==> src/rtl/seq_detector_core.sv <==
// Serial pattern detector: flags z when the last PAT_LEN bits of x equal PATTERN (overlap allowed).
// Define SEQ_DETECTOR_REG_OUT_EN for a registered, glitch-free z (one cycle later).
module seq_detector_core #(
  parameter int                 PAT_LEN = 4,
  parameter logic [PAT_LEN-1:0] PATTERN = 4'b0110
) (
  input  logic x,
  input  logic clk,
  input  logic reset,
  output logic z
);
  localparam int            FW       = $clog2(PAT_LEN);
  localparam logic [FW-1:0] FILL_MAX = FW'(PAT_LEN - 1);

  logic [PAT_LEN-2:0] hist_q, hist_d;
  logic [FW-1:0]      fill_q, fill_d;
  logic               match;

  generate
    if (PAT_LEN == 2) begin : g_hist_one
      always_comb hist_d = x;
    end else begin : g_hist_shift
      always_comb hist_d = {hist_q[PAT_LEN-3:0], x};
    end
  endgenerate

  // fill gates matching so bits left over from before reset never count
  always_comb begin
    fill_d = (fill_q == FILL_MAX) ? fill_q : fill_q + FW'(1);
    match  = reset && (fill_q == FILL_MAX) && ({hist_q, x} == PATTERN);
  end

  always_ff @(posedge clk or negedge reset) begin
    if (!reset) begin
      hist_q <= '0;
      fill_q <= '0;
    end else begin
      hist_q <= hist_d;
      fill_q <= fill_d;
    end
  end

`ifdef SEQ_DETECTOR_REG_OUT_EN
  logic z_q, z_d;

  always_comb z_d = match;

  always_ff @(posedge clk or negedge reset) begin
    if (!reset) z_q <= 1'b0;
    else        z_q <= z_d;
  end

  assign z = z_q;
`else
  assign z = match;
`endif

endmodule

==> config.mk <==
export PLATFORM = sky130hd
export DESIGN_NAME = seq_detector_core
export DESIGN_NICKNAME = d
export VERILOG_FILES = /design/src/rtl/seq_detector_core.sv
export SDC_FILE = /design/constraint.sdc
export NUM_CORES = 1
export LEC_CHECK = 0
export ABC_AREA = 1
export CORE_AREA = 8 8 45 47
export DETAILED_ROUTE_END_ITERATION = 10
export DIE_AREA = 0 0 53 55
export SLEW_MARGIN = 20
export SYNTH_ARGS = -nofsm -noshare
export SYNTH_HDL_FRONTEND = slang
export SYNTH_SLANG_ARGS = --single-unit
==> constraint.sdc <==
create_clock -name clk -period 1.66 [get_ports clk]
set_input_delay 0.249 -clock clk [delete_from_list [all_inputs] [get_ports clk]]
set_output_delay 0.249 -clock clk [all_outputs]
set_load 0.01 [all_outputs]
* Yosys cells after proc, flatten, opt, wreduce, memory -nomap -nowiden *
Index checks and enable logic that the tools add are counted.

storage, ports and cells
  register bits after elaboration = 5
  input bits = 3
  output and inout bits = 1
  word-level logic and storage cells = 7

cells by class
  add/subtract/negate cells = 1
  equal/unequal tests = 2
  reduce and logical (&&, ||, !) cells = 2

operators by type and width
  cell                   number
  $eq A4 B3 Y1 const B   1
  $add A2 B1 Y2 const B  1
  $eq A2 B2 Y1 const B   1
  $logic_and A1 B1 Y1    2

* Depth between registers and ports, before layout *
Gate-level depths: netlist of run 1.

  word-level depth = 3
  gate-level depth with buffers = 5

* Worst setup path before layout of run 1 *
No wires, ideal clock.

  kind = flip-flop to output port
  from = register fill_q[0]
  to = output z
  data arrival time = 0.820 ns
  data required time = 1.411 ns
  slack = 0.591 ns
  stages on the path, launching flop included = 6
  path through = dfrtp_1 ha_1 nand2_1 inv_1 nand2_1 nor2_2

on the way
  longest elaborated chain between the ends = 3

ends and longest elaborated chain
  item                               line  RTL
  from (decl)                        16    logic [FW-1:0] fill_q, fill_d;
  from (signal assigned)             39    fill_q <= fill_d;
  $eq A2 B2 Y1                       30    match = reset && (fill_q == FILL_MAX) && ({hist_q, x} == PATTERN);
  $logic_and A1 B1 Y1 (2 in series)  30
  to (decl)                          10    output logic z

Every way passes these cells.

* Worst setup path after layout of run 1 *
Same ends and word-level chain as after synthesis.

==> qor.yml, run 1 <==
timing:
  rsz0062_at_grt: "no"
  slew_headroom_pct: 90.49
  fmax_ghz: 0.6435
  final_max_slew_viol_count: 0
  setup_viol: 0
  fin_skew_ps: 4.774
  min_period_over_period_pct: 93.61
  hold_viol_final: 0
  worst_pin_slew_ps: 141.2
  fin_crit_ps: 1554
placement:
  dp_cells: 39
  port_buffers: 3
  dp_hpwl_um: 236.3
  dpl-instance-area_um2: 256.5
  gp_congestion: 0.6638
detailed_routing:
  vias_per_cell: 2.977
  vias: 128
  drt_iter0_drc: 1
  finalWirelength_um: 286
  drc: 0
  ant_nets: 0
  avgRoutedWirePerCell_um: 6.651
  dr.pass1.iters: 4
cells_and_area:
  n_antenna_cell: 0
  drive_gt1_share_pct: 22.22
  area_growth_pct: 47.06
  finalNetCount: 32
  multiInputGateArea_um2: 51.30
  final_area_um2: 281.5
  final_cells: 43
  fillerInstances: 150
  regArea_um2: 125.1
logic_synthesis:
  yosys_warnings: 0
  synth_edf_count: 0
  synth_nets: 22
  yosysUniqueCellTypes: 8
  netlist_instances: 18
  async_flop_share_pct: 100.0
  ys_top_cells_by_area: "dfrtp_1 (65%), inv_1 (7.8%), nand2_1 (7.8%), ha_1 (6.5%), xnor2_1 (4.6%)"
  syn_area_per_cell_um2: 10.64
  yosysTopAreaCellShare_pct: 65.36
  seq_area_frac_synth_pct: 65.36
  yosysTopAreaCell: "dfrtp_1"
  synth_most_common_cell: "dfrtp_1"
  synthTopCellsByCount: "dfrtp_1 (5), inv_1 (4), nand2_1 (4)"
  synthesis.area_um2: 191.4
  yosys_most_used_dff: "dfrtp_1"
  ys_ff_latch: 5
floorplan:
  chipHeight_um: 55
  initial_core_util_pct: 13.83
  io_pins: 4
  dieArea_um2: 2915
  die_w_um: 53
  rows: 14
  core_um2: 1384
worst_setup_path:
  critical_path_arrival_ps: 1300
  required_ps: 1410
  slowest_delay_ps: 390
  critical_path.slowest_cell: "dfrtp_1"
  cp_common_cell: "nand2_1"
  cp_max_fo: 2
  crit_type: "flop to primary output"
  cp_cell_sequence: "ha_1, nand2_1, inv_1, nand2_1, nor2_2, dlygate4sd2_1"
  worstSetupEndpointType: "primary output"
  start_kind: "flop"
  reg2regPathDepth: 4
cts:
  worstSkewPairLatency_ps: 240
  clkSlewWorstSetupHoldPaths_ps: 40
  clockRootBuffer: "clkbuf_4"
  htreeDepth: 1
  clk_path_buf_depth: 2
  tritoncts: "done"
  cts_setup_buffers: 0
  numCtsBuffers: 3
  cts_sinks: 5
grt:
  grt-ovfl-total: 0
  grt_pass1_vias: 119
  grt_max_degree: 6
  use_met2_pct: 2.344
  grt_antenna_before_repair: 0
  grt_first_pass_wirelength_um: 455
  use_met3_pct: 4.278
  use_met1_pct: 2.765
  busiest_layer: "met3"
  grt.total_usage_pct: 2.523
hold_path:
  min-delay-path-class: "primary input to asynchronous set/reset pin"
power:
  powerDensity_nw_per_um2: 986.8
  leakage_uw: 0.0001369
  irDropWorstVdd_v: 0.0004909
outcome:
  status: "finished, final reports clean"
run:
  cap_violations: 0
layout make-up:
type | count | area share (%)
multi-input cells | 9 | 18.22
inverters | 4 | 5.333
well taps | 16 | 7.111
repair buffers | 5 | 15.56
clock buffers | 4 | 9.333
flip-flops and latches | 5 | 44.44
metrics by stage:
step | setup slack (ps) | util [%] | hold WS (ps) | power [uW] | setup TNS [ps]
4_1_cts | 78.30 | 20.34 | 308.9 | 286.5 | 0
5_1_grt | 47.64 | 20.34 | 320.0 | 293.8 | 0
3_3_place_gp | -119.9 | 18.54 | 358.1 | 143.5 | -119.9
6_report | 106.0 | 20.34 | 307.0 | 277.8 | 0
2_1_floorplan | 591.2 | - | -46.59 | 132.9 | 0
3_5_place_dp | -117.8 | 18.54 | 359.7 | 143.7 | -117.8
power breakdown:
group,internal [uW],leakage (uW),switching (uW)
Clock,90.6,0.0000150,46.0
Combinational,7.59,0.0000694,6.16
Sequential,126,0.0000524,1.31
state kept, by name, indices dropped and copies added, names as in the netlist:
register  count
hist_q        3
fill_q        2
worst paths after layout:
| kind | from | endpoint | slack [ps] |
|---|---|---|---|
| max | fill_q[0] | z | 110 |
| min | reset | fill_q[0] | 310 |
| max reg2reg | fill_q[0] | fill_q[1] | 670 |
| min reg2reg | hist_q[0] | hist_q[1] | 360 |
| max in group asynchronous | reset | fill_q[1] | 1240 |
| min in group clk | hist_q[0] | hist_q[1] | 360 |
cell families after synthesis:
logic type / after synthesis / share of synthesized area (%)
DFF: 5 / 65.36
xor gates and xnor gates: 1 / 4.576
buffers and inverters: 4 / 7.841
AOI/OAI and AO/OA: 1 / 2.612
adders and majority gates: 1 / 6.535
and+or+nand+nor: 6 / 13.07
routing by layer:
layer | vias to the layer above | share of wire (%)
met5 | - | 0
li1 | 70 | -
met3 | 0 | 22
met4 | 0 | 0
met2 | 7 | 30
met1 | 51 | 47
layout by cell type, fill, tap and decap left out:
cell             count
buf_4                2
clkbuf_1             1
clkbuf_4             3
clkdlybuf4s50_1      2
dfrtp_1              5
dlygate4sd2_1        1
ha_1                 1
inv_1                4
nand2_1              4
nor2_1               1
nor2_2               1
o21ai_0              1
xnor2_1              1
worst max-delay path: cells and delay by family (launching register included):
kind	cells	cell delay (ps)
buffers and inverters	2	300
AND/OR/NAND/NOR	3	160
adder cells (fa/ha/maj)	1	210
flip-flops	1	390
what timing repair did:
action / in CTS / in global routing
gates resized for setup: 1 / 0
hold buffers: 0 / 0
setup endpoints to repair: 1 / 0
Power figures use the tool's default switching activity.
==> inputs of run 2 (changes only) <==
Settings changed: PLACE_DENSITY set to 0.37.
==> qor.yml, run 2 (same netlist as run 1, synthesis figures left out) <==
outcome:
  status: "finished, final reports clean"  # unchanged
worst_setup_path:
  critical_path.slowest_cell: "dfrtp_1"  # unchanged
  crit_family: "flip-flops"  # unchanged
  cp_cell_sequence: "ha_1, nand2_1, inv_1, nand2_1, nor2_2, dlygate4sd2_1"  # unchanged
  start_kind: "flop"  # unchanged
  cp_common_cell: "nand2_1"  # unchanged
  critical_path_arrival_ps: 1330  # was 1300 ps
  slowest_delay_ps: 390  # about the same
  worst-path-buf-inv: 2  # unchanged
  required_ps: 1410  # about the same
  cp_max_fo: 2  # unchanged
  worstSetupEndpointType: "primary output"  # unchanged
  crit_type: "flop to primary output"  # unchanged
cells_and_area:
  layout_commonest_cell: "dfrtp_1"  # unchanged
  largest_reg_flops: 3  # unchanged
  drive_gt1_share_pct: 25.00  # was 22.22%
  final_cells: 44  # was 43
  regArea_um2: 125.1  # unchanged
  finalNetCount: 33  # was 32
  n_antenna_cell: 0  # unchanged
  largestRegisters: "hist_q (3), fill_q (2)"  # unchanged
  fillerInstances: 150  # unchanged
  multiInputGateArea_um2: 51.30  # unchanged
  largest_register: "hist_q"  # unchanged
  area_growth_pct: 50.98  # was 47.06%
  final_cell_mix: "dfrtp_1 (5), inv_1 (4), nand2_1 (4)"  # unchanged
timing:
  setup_tns_ps: 0  # unchanged
  setup_viol: 0  # unchanged
  fmax_ghz: 0.6336  # was 0.6435 GHz
  final_max_slew_viol_count: 0  # unchanged
  fin_crit_ps: 1578  # was 1554 ps
  hold_viol_final: 0  # unchanged
  worst_pin_slew_ps: 143.3  # was 141.2 ps
  slew_headroom_pct: 90.35  # was 90.49%
  fin_skew_ps: 0.02848  # was 4.774 ps
  min_period_over_period_pct: 95.08  # was 93.61%
  whs_ps: 302.8  # was 307.0 ps
  rsz0062_at_grt: "no"  # unchanged
  fin_ws_ps: 81.74  # was 106.0 ps
grt:
  grt_first_pass_wirelength_um: 607  # was 455 um
  grt_antenna_before_repair: 0  # unchanged
  grt.total_usage_pct: 3.182  # was 2.523%
  grt_pass1_vias: 155  # was 119
  grt_max_degree: 6  # unchanged
  grt-ovfl-total: 0  # unchanged
power:
  irDropWorstVdd_v: 0.0005512  # was 0.0004909 V
  leakage_uw: 0.0001417  # was 0.0001369 uW
  powerDensity_nw_per_um2: 976.9  # was 986.8 nW/um2
  power.total_uw: 282.4  # was 277.8 uW
floorplan:
  io_pins: 4  # unchanged
  dieArea_um2: 2915  # unchanged
  core_um2: 1384  # unchanged
  chipHeight_um: 55  # unchanged
  die_w_um: 53  # unchanged
  initial_core_util_pct: 13.83  # unchanged
  rows: 14  # unchanged
hold_path:
  min-delay-path-class: "primary input to asynchronous set/reset pin"  # unchanged
detailed_routing:
  drc: 0  # unchanged
  ant_nets: 0  # unchanged
  avgRoutedWirePerCell_um: 7.341  # was 6.651 um
  dr.pass1.iters: 1  # was 4
  drt_iter0_drc: 0  # was 1
  vias: 141  # was 128
  finalWirelength_um: 323  # was 286 um
  vias_per_cell: 3.205  # was 2.977
placement:
  port_buffers: 3  # unchanged
  dp_hpwl_um: 260  # was 236.3 um
  dp_slack_ps: -104.5  # was -117.8 ps
  dp_cells: 40  # was 39
  gp_congestion: 0.6360  # was 0.6638
cts:
  clkSlewWorstSetupHoldPaths_ps: 40  # about the same
  htreeDepth: 1  # unchanged
  clockRootBuffer: "clkbuf_4"  # unchanged
  cts_sinks: 5  # unchanged
  tritoncts: "done"  # unchanged
  numCtsBuffers: 3  # unchanged
  worstSkewPairLatency_ps: 240  # about the same
  clk_path_buf_depth: 2  # unchanged
  holdBufCountCts: 0  # unchanged
run:
  cap_violations: 0  # unchanged
[run 2: changes by cell type in the layout (fill, tap and decap cells not counted)]
cell,previous run,this run
buf_4,2,3
[run 2: cell type report]
| cell class | instances | area share [%] |
|---|---|---|
| flip-flops and latches | 5 | 43.29 |
| multi-input cells | 9 | 17.75 |
| repair buffers | 6 | 17.75 |
| clock buffers | 4 | 9.091 |
| well taps | 16 | 6.926 |
| inverters | 4 | 5.195 |
[run 2: per-layer routing]
layer	global-route usage (%)	routed length [um]
met2	4.102	101
met5	0	0
met4	1.293	0
met1	2.765	152
met3	4.278	69
[run 2: repair_timing]
item                                    in CTS  in global routing
endpoints found under the hold margin        0                  0
buffers inserted                             0                  0
endpoints found under the setup margin       1                  0
resized for setup                            1                  0
[run 2: path summary, 6_finish.rpt]
path | slack (ps) | cells past startpoint | endpoint | start
max reg2reg | 660 | 3 | fill_q[1] | fill_q[0]
min | 300 | 2 | hist_q[0] | reset
min reg2reg | 380 | 0 | hist_q[2] | hist_q[1]
max | 80 | 6 | z | fill_q[0]
max in group asynchronous | 1250 | 2 | fill_q[0] | reset
min in group clk | 380 | 0 | hist_q[2] | hist_q[1]
[run 2: power by group]
group / total (uW) / internal (uW) / switching [uW]
registers: 128 / 126 / 1.43
logic: 15.6 / 9.01 / 6.59
clock network: 139 / 90.8 / 48.5
total: 282 / 226 / 56.5
[run 2: metrics by stage]
step,utilization (%),area [um2]
6_report,20.89,289.0
5_1_grt,20.89,289.0
4_1_cts,20.89,289.0
3_5_place_dp,19.08,264.0
3_3_place_gp,19.08,264.0
2_1_floorplan,-,191.4
